$ cat config.mk
export PLATFORM = sky130hd
export DESIGN_NAME = ps2_rx_fifo
export DESIGN_NICKNAME = d
export VERILOG_FILES = /design/src/rtl/ps2_rx_fifo.sv
export SDC_FILE = /design/constraint.sdc
export NUM_CORES = 1
export LEC_CHECK = 0
export ABC_AREA = 1
export CORE_MARGIN = 1.5
export CORE_UTILIZATION = 40
export CTS_BUF_LIST = sky130_fd_sc_hd__clkbuf_4 sky130_fd_sc_hd__clkbuf_8
export CTS_CLUSTER_SIZE = 10
export DETAILED_ROUTE_END_ITERATION = 6
export DONT_BUFFER_PORTS = 1
export PLACE_DENSITY = 0.57
export SYNTH_ARGS = -nofsm -noshare
export SYNTH_HDL_FRONTEND = slang
export SYNTH_SLANG_ARGS = --single-unit
$ cat constraint.sdc
create_clock -name clock -period 6.7 [get_ports clock]
set_clock_uncertainty 0.1 [all_clocks]
set_input_delay 1.005 -clock clock [delete_from_list [all_inputs] [get_ports clock]]
set_output_delay 1.005 -clock clock [all_outputs]
set_load 0.01 [all_outputs]
$ cat src/rtl/ps2_rx_fifo.sv
// ps2_rx_fifo
//   Memory-mapped PS/2 keyboard receiver. Raw PS/2 clock/data lines are
//   synchronised, falling edges of the PS/2 clock advance a frame state
//   machine (start, 8 data bits LSB first, odd parity, stop), and good
//   bytes are queued in a scancode FIFO the CPU drains through the DATA
//   register. Sticky error flags record parity, framing and overrun
//   events; an optional level interrupt flags a non-empty FIFO.
//
// Ports
//   clock, reset        system clock, synchronous active-high reset
//   cs, read, write     bus select and strobes
//   reg_offset[1:0]     0 STATUS, 1 DATA, 2 CONTROL, 3 reserved
//   data_in[31:0]       write data, only [31:24] meaningful
//   data_out[31:0]      combinational read data, 0 when cs is low
//   ps2_clock, ps2_data raw asynchronous PS/2 lines
//   irq                 registered level interrupt
module ps2_rx_fifo #(
  parameter int FIFO_DEPTH     = 8,
  parameter int TIMEOUT_CYCLES = 12000,
  parameter int SYNC_STAGES    = 2
) (
  input  logic        clock,
  input  logic        reset,
  input  logic        cs,
  input  logic        read,
  input  logic        write,
  input  logic [1:0]  reg_offset,
  input  logic [31:0] data_in,
  output logic [31:0] data_out,
  input  logic        ps2_clock,
  input  logic        ps2_data,
  output logic        irq
);

  localparam int AW = $clog2(FIFO_DEPTH);
  localparam int CW = AW + 1;
  localparam int TW = $clog2(TIMEOUT_CYCLES);

  typedef enum logic [1:0] {
    IDLE   = 2'd0,
    DATA   = 2'd1,
    PARITY = 2'd2,
    STOP   = 2'd3
  } state_e;

  // ---------------------------------------------------------------
  // Input synchronisers. Reset to 1 because an idle PS/2 bus is high,
  // so leaving reset never fabricates a falling edge.
  // ---------------------------------------------------------------
  logic [SYNC_STAGES-1:0] clkSync_q;
  logic [SYNC_STAGES-1:0] dataSync_q;
  logic                   prevClk_q;
  logic                   syncClk;
  logic                   sampledBit;
  logic                   fallPulse;

  always_ff @(posedge clock) begin
    if (reset) begin
      clkSync_q  <= '1;
      dataSync_q <= '1;
      prevClk_q  <= 1'b1;
    end else begin
      clkSync_q  <= {clkSync_q[SYNC_STAGES-2:0], ps2_clock};
      dataSync_q <= {dataSync_q[SYNC_STAGES-2:0], ps2_data};
      prevClk_q  <= clkSync_q[SYNC_STAGES-1];
    end
  end

  assign syncClk    = clkSync_q[SYNC_STAGES-1];
  assign sampledBit = dataSync_q[SYNC_STAGES-1];
  assign fallPulse  = prevClk_q & ~syncClk;

  // ---------------------------------------------------------------
  // Bus decode. A DATA read pops only on the rising edge of the
  // decoded strobe so a stretched read consumes exactly one byte.
  // ---------------------------------------------------------------
  logic wrStatus;
  logic wrControl;
  logic flush;
  logic popReq;
  logic popReq_q;
  logic popEdge;

  assign wrStatus  = cs & write & (reg_offset == 2'd0);
  assign wrControl = cs & write & (reg_offset == 2'd2);
  assign flush     = wrControl & data_in[30];
  assign popReq    = cs & read & (reg_offset == 2'd1);
  assign popEdge   = popReq & ~popReq_q;

  always_ff @(posedge clock) begin
    if (reset) popReq_q <= 1'b0;
    else       popReq_q <= popReq;
  end

  // ---------------------------------------------------------------
  // Frame state machine: state register.
  // ---------------------------------------------------------------
  state_e state_q;
  state_e state_d;

  always_ff @(posedge clock) begin
    if (reset) state_q <= IDLE;
    else       state_q <= state_d;
  end

  // ---------------------------------------------------------------
  // Frame datapath and timeout counter. The counter idles at 0 in IDLE
  // and restarts on every falling edge, so it measures the silence
  // since the last edge of a frame in progress.
  // ---------------------------------------------------------------
  logic [7:0]    shift_q;
  logic [2:0]    bitCnt_q;
  logic          parity_q;
  logic [TW-1:0] toCnt_q;
  logic          timeoutHit;

  assign timeoutHit = (state_q != IDLE) & ~fallPulse &
                      (toCnt_q == TW'(TIMEOUT_CYCLES - 1));

  always_ff @(posedge clock) begin
    if (reset) begin
      shift_q  <= '0;
      bitCnt_q <= '0;
      parity_q <= 1'b0;
    end else if (fallPulse) begin
      case (state_q)
        IDLE:    bitCnt_q <= '0;
        DATA: begin
          shift_q  <= {sampledBit, shift_q[7:1]};
          bitCnt_q <= bitCnt_q + 3'd1;
        end
        PARITY:  parity_q <= sampledBit;
        default: ;
      endcase
    end
  end

  always_ff @(posedge clock) begin
    if (reset) begin
      toCnt_q <= '0;
    end else if (flush || (state_q == IDLE) || fallPulse || timeoutHit) begin
      toCnt_q <= '0;
    end else begin
      toCnt_q <= toCnt_q + TW'(1);
    end
  end

  // ---------------------------------------------------------------
  // Frame state machine: next-state logic. Flush beats everything,
  // then falling edges, then the timeout abort.
  // ---------------------------------------------------------------
  always_comb begin
    state_d = state_q;
    if (flush) begin
      state_d = IDLE;
    end else if (fallPulse) begin
      case (state_q)
        IDLE:    if (!sampledBit) state_d = DATA;
        DATA:    if (bitCnt_q == 3'd7) state_d = PARITY;
        PARITY:  state_d = STOP;
        STOP:    state_d = IDLE;
        default: state_d = IDLE;
      endcase
    end else if (timeoutHit) begin
      state_d = IDLE;
    end
  end

  // ---------------------------------------------------------------
  // Frame state machine: outputs. The stop bit is checked as it is
  // sampled; parity is odd over the data byte plus the parity bit.
  // ---------------------------------------------------------------
  logic stopEdge;
  logic stopBad;
  logic parityBad;
  logic pushReq;
  logic framingSet;
  logic paritySet;

  always_comb begin
    stopEdge   = fallPulse & (state_q == STOP);
    stopBad    = ~sampledBit;
    parityBad  = ~(^{shift_q, parity_q});
    pushReq    = stopEdge & ~stopBad & ~parityBad;
    framingSet = (stopEdge & stopBad) | timeoutHit;
    paritySet  = stopEdge & parityBad;
  end

  // ---------------------------------------------------------------
  // Scancode FIFO. A pop in the same cycle frees a slot, so a push
  // into a full FIFO still succeeds when paired with a pop.
  // ---------------------------------------------------------------
  logic [7:0]    mem_q [FIFO_DEPTH];
  logic [AW-1:0] wrPtr_q;
  logic [AW-1:0] rdPtr_q;
  logic [CW-1:0] count_q;
  logic          full;
  logic          notEmpty;
  logic          doPop;
  logic          doPush;
  logic          overrunSet;
  logic [7:0]    head;

  assign full       = (count_q == CW'(FIFO_DEPTH));
  assign notEmpty   = (count_q != '0);
  assign doPop      = popEdge & notEmpty;
  assign doPush     = pushReq & ~flush & (~full | doPop);
  assign overrunSet = pushReq & ~flush & full & ~doPop;
  assign head       = mem_q[rdPtr_q];

  always_ff @(posedge clock) begin
    if (reset || flush) begin
      wrPtr_q <= '0;
      rdPtr_q <= '0;
      count_q <= '0;
    end else begin
      if (doPush) wrPtr_q <= wrPtr_q + AW'(1);
      if (doPop)  rdPtr_q <= rdPtr_q + AW'(1);
      case ({doPush, doPop})
        2'b10:   count_q <= count_q + CW'(1);
        2'b01:   count_q <= count_q - CW'(1);
        default: ;
      endcase
    end
  end

  // Storage needs no reset; occupancy is tracked by the pointers.
  always_ff @(posedge clock) begin
    if (doPush) mem_q[wrPtr_q] <= shift_q;
  end

  // ---------------------------------------------------------------
  // Sticky flags, write-1-to-clear. A set in the same cycle as a clear
  // wins so no event is ever silently lost.
  // ---------------------------------------------------------------
  logic parityErr_q,  parityErr_d;
  logic framingErr_q, framingErr_d;
  logic overrun_q,    overrun_d;

  always_comb begin
    parityErr_d  = (parityErr_q  & ~(wrStatus & data_in[30])) | paritySet;
    framingErr_d = (framingErr_q & ~(wrStatus & data_in[29])) | framingSet;
    overrun_d    = (overrun_q    & ~(wrStatus & data_in[28])) | overrunSet;
  end

  always_ff @(posedge clock) begin
    if (reset) begin
      parityErr_q  <= 1'b0;
      framingErr_q <= 1'b0;
      overrun_q    <= 1'b0;
    end else begin
      parityErr_q  <= parityErr_d;
      framingErr_q <= framingErr_d;
      overrun_q    <= overrun_d;
    end
  end

  // ---------------------------------------------------------------
  // Interrupt enable and registered interrupt output.
  // ---------------------------------------------------------------
  logic irqEnable_q;
  logic irq_q;

  always_ff @(posedge clock) begin
    if (reset) begin
      irqEnable_q <= 1'b0;
      irq_q       <= 1'b0;
    end else begin
      if (wrControl) irqEnable_q <= data_in[31];
      irq_q <= irqEnable_q & notEmpty;
    end
  end

  assign irq = irq_q;

  // ---------------------------------------------------------------
  // Read mux.
  // ---------------------------------------------------------------
  logic [31:0] statusWord;

  assign statusWord = {notEmpty, parityErr_q, framingErr_q, overrun_q, full,
                       3'b000, 8'(count_q), 16'h0000};

  always_comb begin
    data_out = '0;
    if (cs) begin
      case (reg_offset)
        2'd0:    data_out = statusWord;
        2'd1:    data_out = notEmpty ? {head, 24'h000000} : 32'h0;
        2'd2:    data_out = {irqEnable_q, 31'b0};
        default: data_out = '0;
      endcase
    end
  end

  // Low write-data bits carry no register fields.
  logic unusedDataBits;
  assign unusedDataBits = ^data_in[27:0];

endmodule

Word-level counts from Yosys, hierarchy flattened. Memories as Yosys holds them, arrays and structs flattened. A register that Yosys moved wholly into a read port is not among the register bits. Cells that the tools add are included.

Flip-flop bits (word level): 49. Memory bits (writable): 64. Bits of input ports: 41. Output and inout port bits: 33. Logic and storage cells: 111. Memories: 1.

Add/sub/neg operators: 6. Equality and inequality tests: 12. Muxes and demuxes: 14. Bitwise gates (word level): 43. Reductions and logical operators: 18.

Memories: mem_q (depth 8, bits a word 8, read ports 1, clocked after Yosys merged registers in 1, wr ports 1, RTL line 193) `logic [7:0] mem_q [FIFO_DEPTH];`.

Operators with widths (number): case mux 32 bit (3 select lines) (1); 2-to-1 mux 32 bit (2); bitwise AND 1 bit (27); adder 14 x 1 -> 14 bit (second input constant) (1); == test 14 bit (second input constant) (1); inverter 1 bit (11); adder 3 x 1 -> 3 bit (second input constant) (3); XOR reduction 9 bit (1); == test 2 bit (second input constant) (4); 2-to-1 mux 2 bit (4); case mux 2 bit (4 select lines) (1); case mux 4 bit (2 select lines) (1); nonzero test 2 bit (4); == test 2 x 1 -> 1 bit (second input constant) (3); 2-to-1 mux 3 bit (2); inequality test 3 bit (second input constant) (2); case mux 3 bit (2 select lines) (1); AND reduction 2 bit (3); OR 1 bit (5); adder 4 x 1 -> 4 bit (second input constant) (1); == test 4 bit (second input constant) (1); logical NOT 2 bit (2); logical OR 1 bit (4); nonzero test 4 bit (1); other kinds (5) (7).

Depth between registers and ports, before layout. Gate-level depths: netlist of the first run.

Depth in word-level cells: 9. Mapped depth: 21. Gate-level depth less buffers: 21.

Worst setup path before layout of the first run. No wires, ideal clock.

Path kind: input-to-output. From: in reg_offset[1]. To: out data_out[24]. Data arrival time: 1786 ps. Data required time: 5595 ps. Setup slack: 3809 ps. Stages: 7. Buffers on the path: 0. Path through: inv_1 nand2_1 nor2_1 inv_1 nor2_1 o21ai_0 a31oi_1.

Word-level cells in the longest chain between the ends: 3. Elaborated cells on any way between the ends: 5. Classes of those cells: eq/ne (2); mux (2); reduce/logical (1).

RTL lines: start: declaration (RTL line 27) `input logic [1:0] reg_offset,`; == test 2 bit (tied with other cells) (RTL line 287) `case (reg_offset)`; case mux 32 bit (3 select lines) (*) (RTL line 287); 2-to-1 mux 32 bit (*) (RTL line 286) `if (cs) begin`; end: declaration (RTL line 29) `output logic [31:0] data_out,`.

Mark *: on every way between the ends. The rest lies on a longest branch, timed or not.

==> summary.md, run 1 <==
| Metric | Value |
|---|---|
| Status | `complete, no violations` |
| Core ar. | `12,600 sq um` |
| Clk root buf | `clkbuf_8` |
| Htree depth | `4` |
| Most common cell after layout, fill and taps aside | `nand2_1` |
| FF-to-FF path depth | `12` |
| CP endpoint kind | `primary output` |
| P per Cell Area | `256 nW/um^2` |
| Synth Instances | `547` |
| IO buf count | `0` |
| Aggregate routed wire length | `10,400 um` |
| Hold Path Class | `flop to flop` |
| Vias per cell | `4.81` |
| Die area | `13,500 sq um` |
| CP Max Fanout | `19` |
| Yosys top cell area share | `0.374` |
| Leakage power | `2.12 nW` |
| Hold buffers post-CTS | `0` |
| Row cnt | `41` |
| Hpwl dp | `7230 um` |
| F_max | `0.259 GHz` |
| CTS sink cnt | `116` |
| Cell taking the most area after synthesis | `edfxtp_1` |
| Drt drc | `0` |
| Number of max-cap violations | `0` |
| CP endpoint | `data_out[31]` |
| GRT Overall Usage | `0.171` |
| Switch Pwr | `291 uW` |
| Routed Antenna Nets | `0` |
| Clock slew at reported path FFs | `0.07 ns` |
| Setup WS post-layout | `2.84 ns` |
| Vias in the first global route | `3,528` |
| Global-route wire length before repair | `17,300 um` |
| Setup TNS | `0 ns` |
| Max-slew violation count | `0` |
| Iter 0 DRT Violations | `162` |
| Drt wl/cell | `14.1 um` |
| Final Critical Period | `3.86 ns` |
| DR vias | `3,542` |
| Peak supply drop | `0.138 mV` |
| Layout cells sized above 1 | `0.0832` |
| CTS max path bufs | `2` |
| CTS tree | `yes` |
| Unique cell type count in the Yosys netlist | `38` |
| Crit path launch type | `flop` |
| Power Internal | `1.15 mW` |
| Setup CP Type | `flop to primary output` |
| Mapped Avg Cell Area | `9.39 sq um` |
| TritonRoute pass-1 iters | `4` |
| Post-CTS sizing | `0` |
| Slew headroom | `0.153` |
| Gate power share | `0.019` |
| RR Startpoint | `shift_q[7]$_SDFFE_PP0P_` |
| Yosys warns | `0` |
| IO Count | `74` |
| Worst EP required | `5.59 ns` |
| Setup violators final | `0` |
| R2R Setup Slk | `3.62 ns` |
| Post-CTS Setup Bufs | `0` |
| # diodes | `0` |
| Worst Tran Pin Value | `1.26 ns` |
| Largest net degree at the start of global routing | `34` |
| Post-place setup slack | `3.14 ns` |
| Final period util | `0.576` |
| Starting Density | `0.409` |
| Insertion delay to the later sink of the worst-skew pair | `0.42 ns` |
| Post-Synthesis Cell Area | `5140 sq um` |
| Clock Power Share | `0.461` |
| Sequential share of power | `0.519` |
| Switching part of the total power | `0.201` |
| Num CTS Buffers | `17` |
| Most frequent cells in the layout | `90 x nand2_1, 64 x edfxtp_1, 62 x nor2_1` |
| NumNets Final | `604` |
| Grt ovf | `0` |
| Placer Congestion | `0.824` |
| Synth area leaders | `edfxtp_1 37%, dfxtp_1 20%, nand2_1 6.6%` |
| Final Hold Violating Endpoints | `0` |
| RR Endpoint | `mem_q[1][6]$_DFFE_PP_` |
| Sequential-to-total area share from yosys stat | `0.577` |
| Post-synthesis register bit count | `116` |
| RSZ-0062 raised after global routing | `false` |
| P&R area growth vs syn | `9.72%` |
| Die Wd | `116 um` |
| Die height | `116 um` |
| Number of antenna violations at the first check in global routing | `0` |
| CP arrival | `2.75 ns` |
-- per-stage QoR --
stage / cell area [sq um] / cells / utilization / hold slack (ns) / total power [mW]
global route: 5640 / 737 / 0.448 / 0.329 / 1.50
global placement: 5230 / 706 / 0.416 / 0.298 / 0.793
finish: 5640 / 737 / 0.448 / 0.313 / 1.44
CTS: 5640 / 737 / 0.448 / 0.320 / 1.46
detailed placement: 5230 / 706 / 0.416 / 0.302 / 0.794
floorplan: 5210 / 566 / - / 0.289 / 0.797
-- critical path: stages (launching register included) --
cell	delay [ns]
dfxtp_1	0.65
clkinv_1	0.64
o21ai_0	0.24
o22ai_1	0.09
o21ai_0	0.29
a211oi_1	0.13
o21ai_0	0.18
inv_1	0.10
-- registers in the layout, indices dropped and copies added, names as in the netlist, named ones only --
signal	count
irq	1
state_q	2
framingErr_q	1
popReq_q	1
clkSync_q	2
count_q	4
wrPtr_q	3
bitCnt_q	3
dataSync_q	2
toCnt_q	14
overrun_q	1
parity_q	1
mem_q	64
irqEnable_q	1
parityErr_q	1
shift_q	8
rdPtr_q	3
prevClk_q	1
-- Yosys cell counts, drive strengths merged --
| cell | instances |
|---|---|
| dfxtp | 52 |
| o221ai | 1 |
| nor3b | 3 |
| ha | 10 |
| buf | 23 |
| nand2 | 95 |
| conb | 1 |
| nand4 | 4 |
| edfxtp | 64 |
| xnor2 | 3 |
| a31oi | 3 |
| nand3 | 22 |
| or2 | 5 |
| a32o | 3 |
| o21a | 1 |
| nor2 | 63 |
| xor2 | 5 |
| a32oi | 3 |
| nor3 | 19 |
| nor4 | 1 |
| inv | 55 |
| clkinv | 1 |
| a21oi | 43 |
| clkbuf | 10 |
| a211oi | 2 |
| o22ai | 6 |
| o21ai | 49 |
-- kinds of logic after synthesis --
kind of cell / Yosys count / synth area share
other: 1 / 0.000730
DFF: 116 / 0.577
and+or+nand+nor: 212 / 0.186
buffers and inverters: 89 / 0.0801
AOI/OAI and AO/OA: 111 / 0.118
xor gates and xnor gates: 8 / 0.0136
adders and majority gates: 10 / 0.0244
-- worst min path at each step --
stage                                           to  slack (ns)                     start  cells past startpoint
after floorplan            clkSync_q[1]$_SDFF_PP1_        0.29   clkSync_q[0]$_SDFF_PP1_                      1
after global routing      dataSync_q[1]$_SDFF_PP1_        0.33  dataSync_q[0]$_SDFF_PP1_                      1
after detailed placement  dataSync_q[1]$_SDFF_PP1_        0.30  dataSync_q[0]$_SDFF_PP1_                      1
after CTS                 dataSync_q[1]$_SDFF_PP1_        0.32  dataSync_q[0]$_SDFF_PP1_                      1
after global placement    dataSync_q[1]$_SDFF_PP1_        0.30  dataSync_q[0]$_SDFF_PP1_                      1
final                      clkSync_q[1]$_SDFF_PP1_        0.31   clkSync_q[0]$_SDFF_PP1_                      1
-- power groups by stage --
stage	combinational, mW	sequential (mW)	clock [mW]
after floorplan	0.0319	0.765	0
after global placement	0.0276	0.766	0
after detailed placement	0.0279	0.766	0
after CTS	0.0281	0.750	0.683
after global routing	0.0330	0.750	0.717
final	0.0280	0.750	0.666
-- layer usage --
metal / wire length, um / vias to the layer above / global-route usage
li1: - / 1820 / -
met1: 4640 / 1649 / 0.211
met2: 5140 / 69 / 0.279
met3: 545 / 4 / 0.0566
met4: 63 / 0 / 0.0634
met5: 0 / - / 0
-- layout make-up --
type	count	area [sq um]
inverter	56	210
tap	172	215
multi-input combinational	361	1830
fill	1218	6930
sequential	116	2960
timing repair buffer	1	7.51
clock inverter	13	165
clock buffer	18	241
(Power assumes the default switching activity.)
==> inputs of run 2 (changes only) <==
==> constraint.sdc (replaced) <==
create_clock -name clock -period 3.6 [get_ports clock]
set_clock_uncertainty 0.1 [all_clocks]
set_input_delay 0.54 -clock clock [delete_from_list [all_inputs] [get_ports clock]]
set_output_delay 0.54 -clock clock [all_outputs]
set_load 0.01 [all_outputs]
==> run 2 against run 1 <==
  * Clock power is 94% higher
  * Die area stayed put
  * Global-route usage is 0.56 points lower
  * Cell count is 1.5% higher
  * Largest power group unchanged
==> summary.md, run 2 (synthesis gave the netlist of run 1 again) <==
| Metric | Value |
|---|---|
| CP arrival | `2.32 ns` |
| Hold Path Class | `primary input to flop` |
| Leakage power | `2.19 nW` |
| CTS sink cnt | `116` |
| Core ar. | `12,600 sq um` |
| CTS max path bufs | `2` |
| Setup WS post-layout | `0.640 ns` |
| IO Count | `74` |
| Setup TNS | `0 ns` |
| Status | `complete, no violations` |
| Starting Density | `0.409` |
| Worst EP required | `2.96 ns` |
| Drt wl/cell | `13.8 um` |
| Final Critical Period | `2.96 ns` |
| CTS tree | `yes` |
| Aggregate routed wire length | `10,300 um` |
| Max-slew violation count | `0` |
| Seq. cell area | `2960 sq um` |
| Most common cell after layout, fill and taps aside | `nand2_1` |
| NumNets Final | `614` |
| Clock slew at reported path FFs | `0.07 ns` |
| Post-place setup slack | `0.764 ns` |
| R2R Setup Slk | `0.80 ns` |
| Num CTS Buffers | `17` |
| Largest register FFs | `64` |
| Number of antenna violations at the first check in global routing | `0` |
| Fill cells | `1,222` |
| GRT Overall Usage | `0.165` |
| Post-CTS sizing | `0` |
| TritonRoute pass-1 iters | `4` |
| Iter 0 DRT Violations | `167` |
| Placer Congestion | `0.811` |
| Setup CP Type | `flop to primary output` |
| Insertion delay to the later sink of the worst-skew pair | `0.41 ns` |
| Setup violators final | `0` |
| Die Wd | `116 um` |
| RSZ-0062 raised after global routing | `false` |
| Layout cells sized above 1 | `0.108` |
| Crit path launch type | `flop` |
| Global-route wire length before repair | `16,800 um` |
| RR Startpoint | `shift_q[7]$_SDFFE_PP0P_` |
| P&R area growth vs syn | `11.7%` |
| Post-CTS Setup Bufs | `0` |
| Most frequent cells in the layout | `90 x nand2_1, 64 x edfxtp_1, 62 x nor2_1` |
| DR vias | `3,600` |
| P per Cell Area | `478 nW/um^2` |
| CP endpoint | `data_out[27]` |
| Number of max-cap violations | `0` |
| Final Hold Violating Endpoints | `0` |
| Slew headroom | `0.495` |
| Vias per cell | `4.81` |
| Biggest regs | `mem_q (64), toCnt_q (14), shift_q (8)` |
| RR Endpoint | `mem_q[2][1]$_DFFE_PP_` |
| Drt drc | `0` |
| Row cnt | `41` |
| Worst Tran Pin Value | `0.755 ns` |
| F_max | `0.338 GHz` |
| CP Max Fanout | `19` |
| Clk root buf | `clkbuf_8` |
| # diodes | `0` |
| Routed Antenna Nets | `0` |
| Biggest register | `mem_q` |
| Hold buffers post-CTS | `0` |
| Peak supply drop | `0.329 mV` |
| Die height | `116 um` |
| IO buf count | `0` |
| Die area | `13,500 sq um` |
| Grt ovf | `0` |
| Hold Startpoint | `reset` |
| FF-to-FF path depth | `13` |
| CP endpoint kind | `primary output` |
| Largest net degree at the start of global routing | `33` |
| Htree depth | `4` |
| Final period util | `0.822` |
| Vias in the first global route | `3,441` |
| Multi-input logic area | `1830 sq um` |
| Hpwl dp | `7340 um` |
[run 2: how the worst min path moves through the flow]
stage | to | slack (ns) | depth (start not counted)
finish | parity_q$_SDFFE_PP0P_ | 0.08 | 1
CTS | bitCnt_q[1]$_SDFFE_PP0P_ | 0.05 | 1
global placement | dataSync_q[1]$_SDFF_PP1_ | 0.30 | 1
floorplan | clkSync_q[1]$_SDFF_PP1_ | 0.29 | 1
global route | bitCnt_q[1]$_SDFFE_PP0P_ | 0.05 | 1
detailed placement | dataSync_q[1]$_SDFF_PP1_ | 0.30 | 1
[run 2: cell type report]
cell class / instances / share of cell area
Clock inverter: 10 / 0.0270
Sequential cell: 116 / 0.516
Inverter: 56 / 0.0366
Tap cell: 172 / 0.0375
Clock buffer: 22 / 0.0484
Timing Repair Buffer: 11 / 0.0144
Multi-Input combinational cell: 361 / 0.320
[run 2: worst max-delay path, stage by stage, from the launching register on]
cell     delay, ns
dfxtp_1       0.31
inv_1         0.43
buf_4         0.29
nand2_1       0.07
a32o_1        0.20
o21ai_0       0.32
a32o_1        0.27
[run 2: metal layers]
metal	global-route usage	part of all wire	wire length (um)	vias up
met3	0.0566	0.050	521	2
met4	0.0585	0.0045	46	0
met2	0.271	0.49	5090	71
met5	0	0	0	-
li1	-	-	-	1845
met1	0.204	0.45	4680	1682
[run 2: power by group]
group          internal [mW]  total [mW]  leakage [nW]  switching (mW)
clock                  0.799        1.29         0.220           0.495
sequential              1.39        1.40         0.980         0.00584
combinational         0.0127      0.0524         0.986          0.0397
total                   2.20        2.74          2.19           0.540
[run 2: per-stage QoR]
stage | area, sq um | hold WS [ns] | instances | util | power, mW
after detailed placement | 5300 | 0.298 | 716 | 0.422 | 1.48
after global routing | 5740 | 0.0475 | 748 | 0.456 | 2.85
after global placement | 5300 | 0.297 | 716 | 0.422 | 1.48
after CTS | 5740 | 0.0517 | 748 | 0.456 | 2.77
final | 5740 | 0.0840 | 748 | 0.456 | 2.74
after floorplan | 5210 | 0.289 | 566 | - | 1.48
